### config.mk
export PLATFORM = sky130hd
export DESIGN_NAME = key_debounce
export DESIGN_NICKNAME = d
export VERILOG_FILES = /design/src/rtl/key_pkg.sv /design/src/rtl/key_debounce_chan.sv /design/src/rtl/key_debounce.sv
export SDC_FILE = /design/constraint.sdc
export NUM_CORES = 1
export LEC_CHECK = 0
export CORE_UTILIZATION = 64
export CTS_CLUSTER_SIZE = 40
export DETAILED_ROUTE_END_ITERATION = 6
export PLACE_DENSITY = 0.84
export SYNTH_ARGS = -nofsm -noshare
export SYNTH_HDL_FRONTEND = slang
export SYNTH_SLANG_ARGS = --single-unit
export TNS_END_PERCENT = 1
### constraint.sdc
create_clock -name clk -period 3.2 [get_ports clk]
set_input_delay 0.96 -clock clk [delete_from_list [all_inputs] [get_ports clk]]
set_output_delay 0.96 -clock clk [all_outputs]
set_load 0.01 [all_outputs]
### src/rtl/key_pkg.sv
// key_pkg: shared key-line defaults and the active-low released level
package key_pkg;
  localparam int NKEYS_DEF = 4;
  localparam int DB_CYCLES_DEF = 500000;
  localparam logic KEY_RELEASED = 1'b1;
endpackage

### src/rtl/key_debounce_chan.sv
// key_debounce_chan: synchronizer, debounce counter and edge strobes for one key
module key_debounce_chan
  import key_pkg::*;
#(
  parameter int DB_CYCLES = DB_CYCLES_DEF,
  parameter int CNT_W = $clog2(DB_CYCLES)
) (
  input  logic clk,
  input  logic reset,
  input  logic key_raw,
  output logic value,
  output logic press,
  output logic release_strobe,
  output logic accept
);
  localparam logic [CNT_W-1:0] LAST = CNT_W'(DB_CYCLES - 1);
  logic s1, s2;
  logic [CNT_W-1:0] cnt;
  // accept is exported so the top can register change in the same cycle as the strobes
  always_comb accept = (s2 != value) && (cnt == LAST);
  // synchronize, count consecutive mismatches, and commit the new level after DB_CYCLES of them
  always_ff @(posedge clk) begin
    if (reset) begin
      s1 <= KEY_RELEASED;
      s2 <= KEY_RELEASED;
      value <= KEY_RELEASED;
      cnt <= '0;
      press <= 1'b0;
      release_strobe <= 1'b0;
    end else begin
      s1 <= key_raw;
      s2 <= s1;
      press <= accept & ~s2;
      release_strobe <= accept & s2;
      cnt <= (s2 == value || accept) ? '0 : cnt + 1'b1;
      if (accept) value <= s2;
    end
  end
endmodule

### src/rtl/key_debounce.sv
// key_debounce: per-key debounce channels with a registered any-edge flag
module key_debounce
  import key_pkg::*;
#(
  parameter int NKEYS = NKEYS_DEF,
  parameter int DB_CYCLES = DB_CYCLES_DEF,
  parameter int CNT_W = $clog2(DB_CYCLES)
) (
  input  logic clk,
  input  logic reset,
  input  logic [NKEYS-1:0] keys_raw,
  output logic [NKEYS-1:0] value,
  output logic [NKEYS-1:0] press,
  output logic [NKEYS-1:0] release_strobe,
  output logic change
);
  logic [NKEYS-1:0] accept;
  for (genvar i = 0; i < NKEYS; i++) begin : g_chan
    key_debounce_chan #(.DB_CYCLES(DB_CYCLES), .CNT_W(CNT_W)) u_chan (
      .clk(clk),
      .reset(reset),
      .key_raw(keys_raw[i]),
      .value(value[i]),
      .press(press[i]),
      .release_strobe(release_strobe[i]),
      .accept(accept[i])
    );
  end
  // register change from the channels' acceptance so it lines up with the strobe flops
  always_ff @(posedge clk) begin
    if (reset) change <= 1'b0;
    else change <= |accept;
  end
endmodule

**Word-level counts from Yosys, hierarchy flattened**

Index checks and enable logic that the tools add are counted.

- Register bits: 97
- Logic and storage cells: 66
- Input bits: 6
- Output and inout port bits: 13

- Equality and inequality tests: 12
- Reduce and logical (&&, ||, !) cells: 13
- $add $sub $neg: 4
- Bitwise operators: 12

Operators with widths:

| operator | number |
|---|---|
| $add A19 B1 Y19 const B | 4 |
| $eq A19 B19 Y1 const B | 4 |
| $and A1 B1 Y1 | 8 |
| $reduce_or A2 Y1 | 4 |
| $eq A1 B1 Y1 | 4 |
| $logic_and A1 B1 Y1 | 4 |
| $logic_or A1 B1 Y1 | 4 |
| $ne A1 B1 Y1 | 4 |
| $not A1 Y1 | 4 |
| $reduce_or A4 Y1 | 1 |

**Longest topological paths before layout**

- Word-level depth: 4
- Depth in mapped cells: 8

**Modules after synthesis**

A second synthesis with hierarchy kept.

- Cells, all modules: 467
- Area total of the unflattened synthesis: 4334.2 um^2

By module, submodules not included:

| module | times used | seq. area each (um^2) | cells an instance | area an instance (um^2) |
|---|---|---|---|---|
| key_debounce_chan | 4 | 480.5 | 116 | 1076.0 |
| key_debounce | 1 | 20.0 | 3 | 30.0 |

**Least setup slack after synthesis**

No wires, ideal clock.

- Path kind: reg-to-reg
- Start point: register g_chan[0].u_chan.cnt[0]
- End point: register g_chan[0].u_chan.cnt[10]
- Slack: 1490 ps
- Library setup time: 117 ps
- Arrival time: 1593 ps
- Cell stages (with the launch flop): 8
- Cell sequence: dfxtp_1 > ha_1 > nand3_1 > nor4_1 > nand3_1 > nand2_2 > buf_2 > nor2_1

- Cells in the longest elaborated chain, start to end: 4

Ends and longest elaborated chain:

| what | RTL line | RTL |
|---|---|---|
| start, declared | key_debounce_chan.sv:18 | `logic [CNT_W-1:0] cnt;` |
| start signal, assigned | key_debounce_chan.sv:35 | `cnt <= (s2 == value \|\| accept) ? '0 : cnt + 1'b1;` |
| branches (longest 4 deep; another with $add A19 B1 Y19) | -- |  |

Several ways; the timed one is not identified.
A chain may end at the register's enable or synchronous reset.

**Final worst setup path**

- Start point: register g_chan[0].u_chan.value
- End point: output value[0]

RTL lines:

| what | RTL line | RTL |
|---|---|---|
| start, declared | key_debounce_chan.sv:11 | `output logic value,` |
| start signal, assigned | key_debounce_chan.sv:26 | `value <= KEY_RELEASED;` |
| start signal, assigned | key_debounce_chan.sv:36 | `if (accept) value <= s2;` |
| end, declared | key_debounce.sv:12 | `output logic [NKEYS-1:0] value,` |

No word-level cell between the ends.

==> impl_metrics.yaml <==
synthesis:
  async_reset_ff_share_pct: 0
  ys.flop_type: "dfxtp_1"
  synth_top_area_share_pct: 48.21
  ys_ff_latch: 97
  synth.yosys.seq_area_share_pct: 48.21
  synthTopCellsByArea: "dfxtp_1 (48%), xor2_1 (9.4%), nor2_1 (8.4%), xnor2_1 (5.9%), nand3_1 (3.0%)"
  synth_edf_count: 0
  syn-mean-instance-area_sq_um: 9.195
  yosys.area.top_type: "dfxtp_1"
  synthesis.nets: 448
  synth_warnings: 0
  synthCells: 438
  synthDistinctLibCells: 41
  syn_area_sq_um: 4028
hold_path:
  holdCritPathClass: "reg -> reg"
  whs_path_depth: 1
grt:
  grt_max_degree: 21
  grt_pass1_vias: 2656
  grt_usage_pct: 23.07
  grt-ovfl-total: 0
  grt_pass1_wl_um: 11470
  antenna_found_initial: 0
place:
  portBuffers: 18
  dp_cells: 513
  place_ws_ns: 0.6639
  gp_congestion: 0.7765
  dp_hpwl_um: 4716
worst_setup_path:
  required_ns: 2.24
  cp-end-kind: "output port"
  critical_path_class: "reg -> out"
  cpLargestDelayFamily: "buffers and inverters"
  path_max_fanout: 5
  cp_data_arrival_time_ns: 1.37
  cp_num_buf_inv: 1
  r2r_cells: 6
  worstPathCellList: "clkdlybuf4s50_1"
  slowest_stage: "clkdlybuf4s50_1"
  cp_num_cells: 1
  slowest_delay_ns: 0.58
  critPathLaunchType: "flip-flop"
timing:
  slew_headroom_pct: 57.19
  grt_setup_unrepaired: "false"
  fmax_mhz: 429.4
  finalCritPeriodShare_pct: 72.77
  period_minus_slack_ns: 2.329
  setup_slack_ns: 0.8714
  setup_viol: 0
  fin_worst_hold_slack_ns: 0.4110
  final-hold-violation-count: 0
  final_max_slew_viol_count: 0
  tightestPinTransition_ns: 0.6421
  fin_setup_tns_ns: 0
  finClkSkew_ns: 0.007105
layout:
  instances_no_fill: 528
  diodes: 0
  area_growth_pct: 8.015
  layout-drive-gt1-share_pct: 7.064
  final_nets: 459
  nFillCells: 450
clock_tree:
  clock-sinks: 97
  tritoncts: "done"
  cts_htree_levels: 3
  cts_buffers: 9
  cts_resized: 0
  path_clk_slew_ns: 0.08
  clockBufferDepth: 2
  clock_latency_ns: 0.36
  cts-root-buf: "clkbuf_8"
  cts.hold.buffers_added: 0
  post-cts-setup-buffers: 0
floorplan:
  initial_core_util_pct: 67.23
  rows: 28
  die-height_um: 81.33
  core_area_sq_um: 5991
  die_w_um: 81.33
  die_area_sq_um: 6615
  io-pin-count: 19
power:
  power_density_nw_per_um2: 466.1
  power.total_w: 0.002028
  leakage_nw: 1.464
  vdd_drop_max_mv: 0.3352
route:
  wl_per_cell_um: 12.87
  drtIter0Drc: 100
  vias: 2871
  drc: 0
  dr.pass1.iters: 4
  viasPerCell: 5.438
  ant_nets: 0
  wirelength_um: 6796
outcome:
  status: "completed"
flow_run:
  drv_cap: 0
==> worst paths after layout <==
kind | to | from | slack [ns]
worst min register to register | g_chan[2].u_chan.s2 | g_chan[2].u_chan.s1 | 0.41
worst min-delay path | g_chan[2].u_chan.s2 | g_chan[2].u_chan.s1 | 0.41
worst max-delay path | value[0] | g_chan[0].u_chan.value | 0.87
worst max register to register | g_chan[3].u_chan.cnt[12] | g_chan[3].u_chan.cnt[0] | 1.12
==> per-layer routing <==
layer  GRT usage, %  routed length [um]  vias to the layer above
li1               -                   -                     1478
met1          27.14                3274                     1347
met2          37.83                3163                       36
met3          7.416                 244                       10
met4          10.89                 114                        0
met5              0                   0                        -
==> kinds of logic after synthesis <==
group,count (synthesis),share of synthesized area (%)
XOR/XNOR,70,15.22
buffers and inverters,27,4.567
flip-flops,97,48.21
AO/OA/AOI/OAI,9,1.771
adder cells (fa/ha/maj),4,1.243
AND/OR/NAND/NOR,231,28.98
==> Yosys cell counts (2+ instances only) <==
cell	instances
nor2_1	90
and3_2	3
xor2_1	43
nand4_1	16
or2_2	8
and2_1	3
and3_1	11
nand4b_1	3
xnor2_1	27
nand2_1	28
nand3b_1	2
buf_4	12
a211o_1	3
or4_1	2
nand2b_1	4
buf_2	2
nand3_1	24
nor4_1	5
nand2_2	2
ha_1	4
nor4b_1	5
inv_1	8
dfxtp_1	97
o22a_1	2
and4_1	5
nor3_1	13
clkbuf_1	2
==> metrics by stage <==
| step | utilization (%) | cell area, sq um |
|---|---|---|
| finish | 72.62 | 4350 |
| CTS | 72.62 | 4350 |
| global placement | 69.36 | 4155 |
| detailed placement | 69.36 | 4155 |
| floorplan | - | 4028 |
| global route | 72.62 | 4350 |
==> placed cells by master (no fill, tap or decap), types with 2 or more instances in the layout <==
master           netlist  routed
xor2_1                43      43
xnor2_1               27      27
or4_1                  2       2
inv_1                  8       8
nor2_1                90      90
and4_1                 5       5
nand2_2                2       2
or2_2                  8       8
nor4_1                 5       5
ha_1                   4       4
nor3_1                13      13
and3_1                11      11
dfxtp_1               97      97
nand4_1               16      16
clkdlybuf4s50_1        0      18
nand2_1               28      28
a211o_1                3       3
nor4b_1                5       5
and3_2                 3       3
nand3b_1               2       2
o22a_1                 2       2
clkbuf_8               0      11
nand4b_1               3       3
and2_1                 3       3
nand2b_1               4       4
nand3_1               24      24
clkinv_2               0       2
==> sequential cells by signal, summed over array words and instances (netlist names) <==
register,flops
change,1
g_chan.u_chan.cnt,76
g_chan.u_chan.press,4
g_chan.u_chan.release_strobe,4
g_chan.u_chan.s1,4
g_chan.u_chan.s2,4
g_chan.u_chan.value,4
==> power breakdown <==
part | internal, W | switching, W
Clock | 0.000397 | 0.000387
Sequential | 0.00121 | 0.00000365
Combinational | 0.0000121 | 0.0000161
Total | 0.00162 | 0.000406
==> area by class of cell <==
class	count	area, sq um	share of cell area, %
Clock buffer	12	155.1	3.566
Clock inverter	3	40.04	0.9203
Inverter	8	30.03	0.6903
Multi-Input combinational cell	314	1902	43.72
Sequential cell	97	1942	44.64
Tap cell	75	93.84	2.157
Timing Repair Buffer	19	187.7	4.314
(Power assumes the default switching activity.)
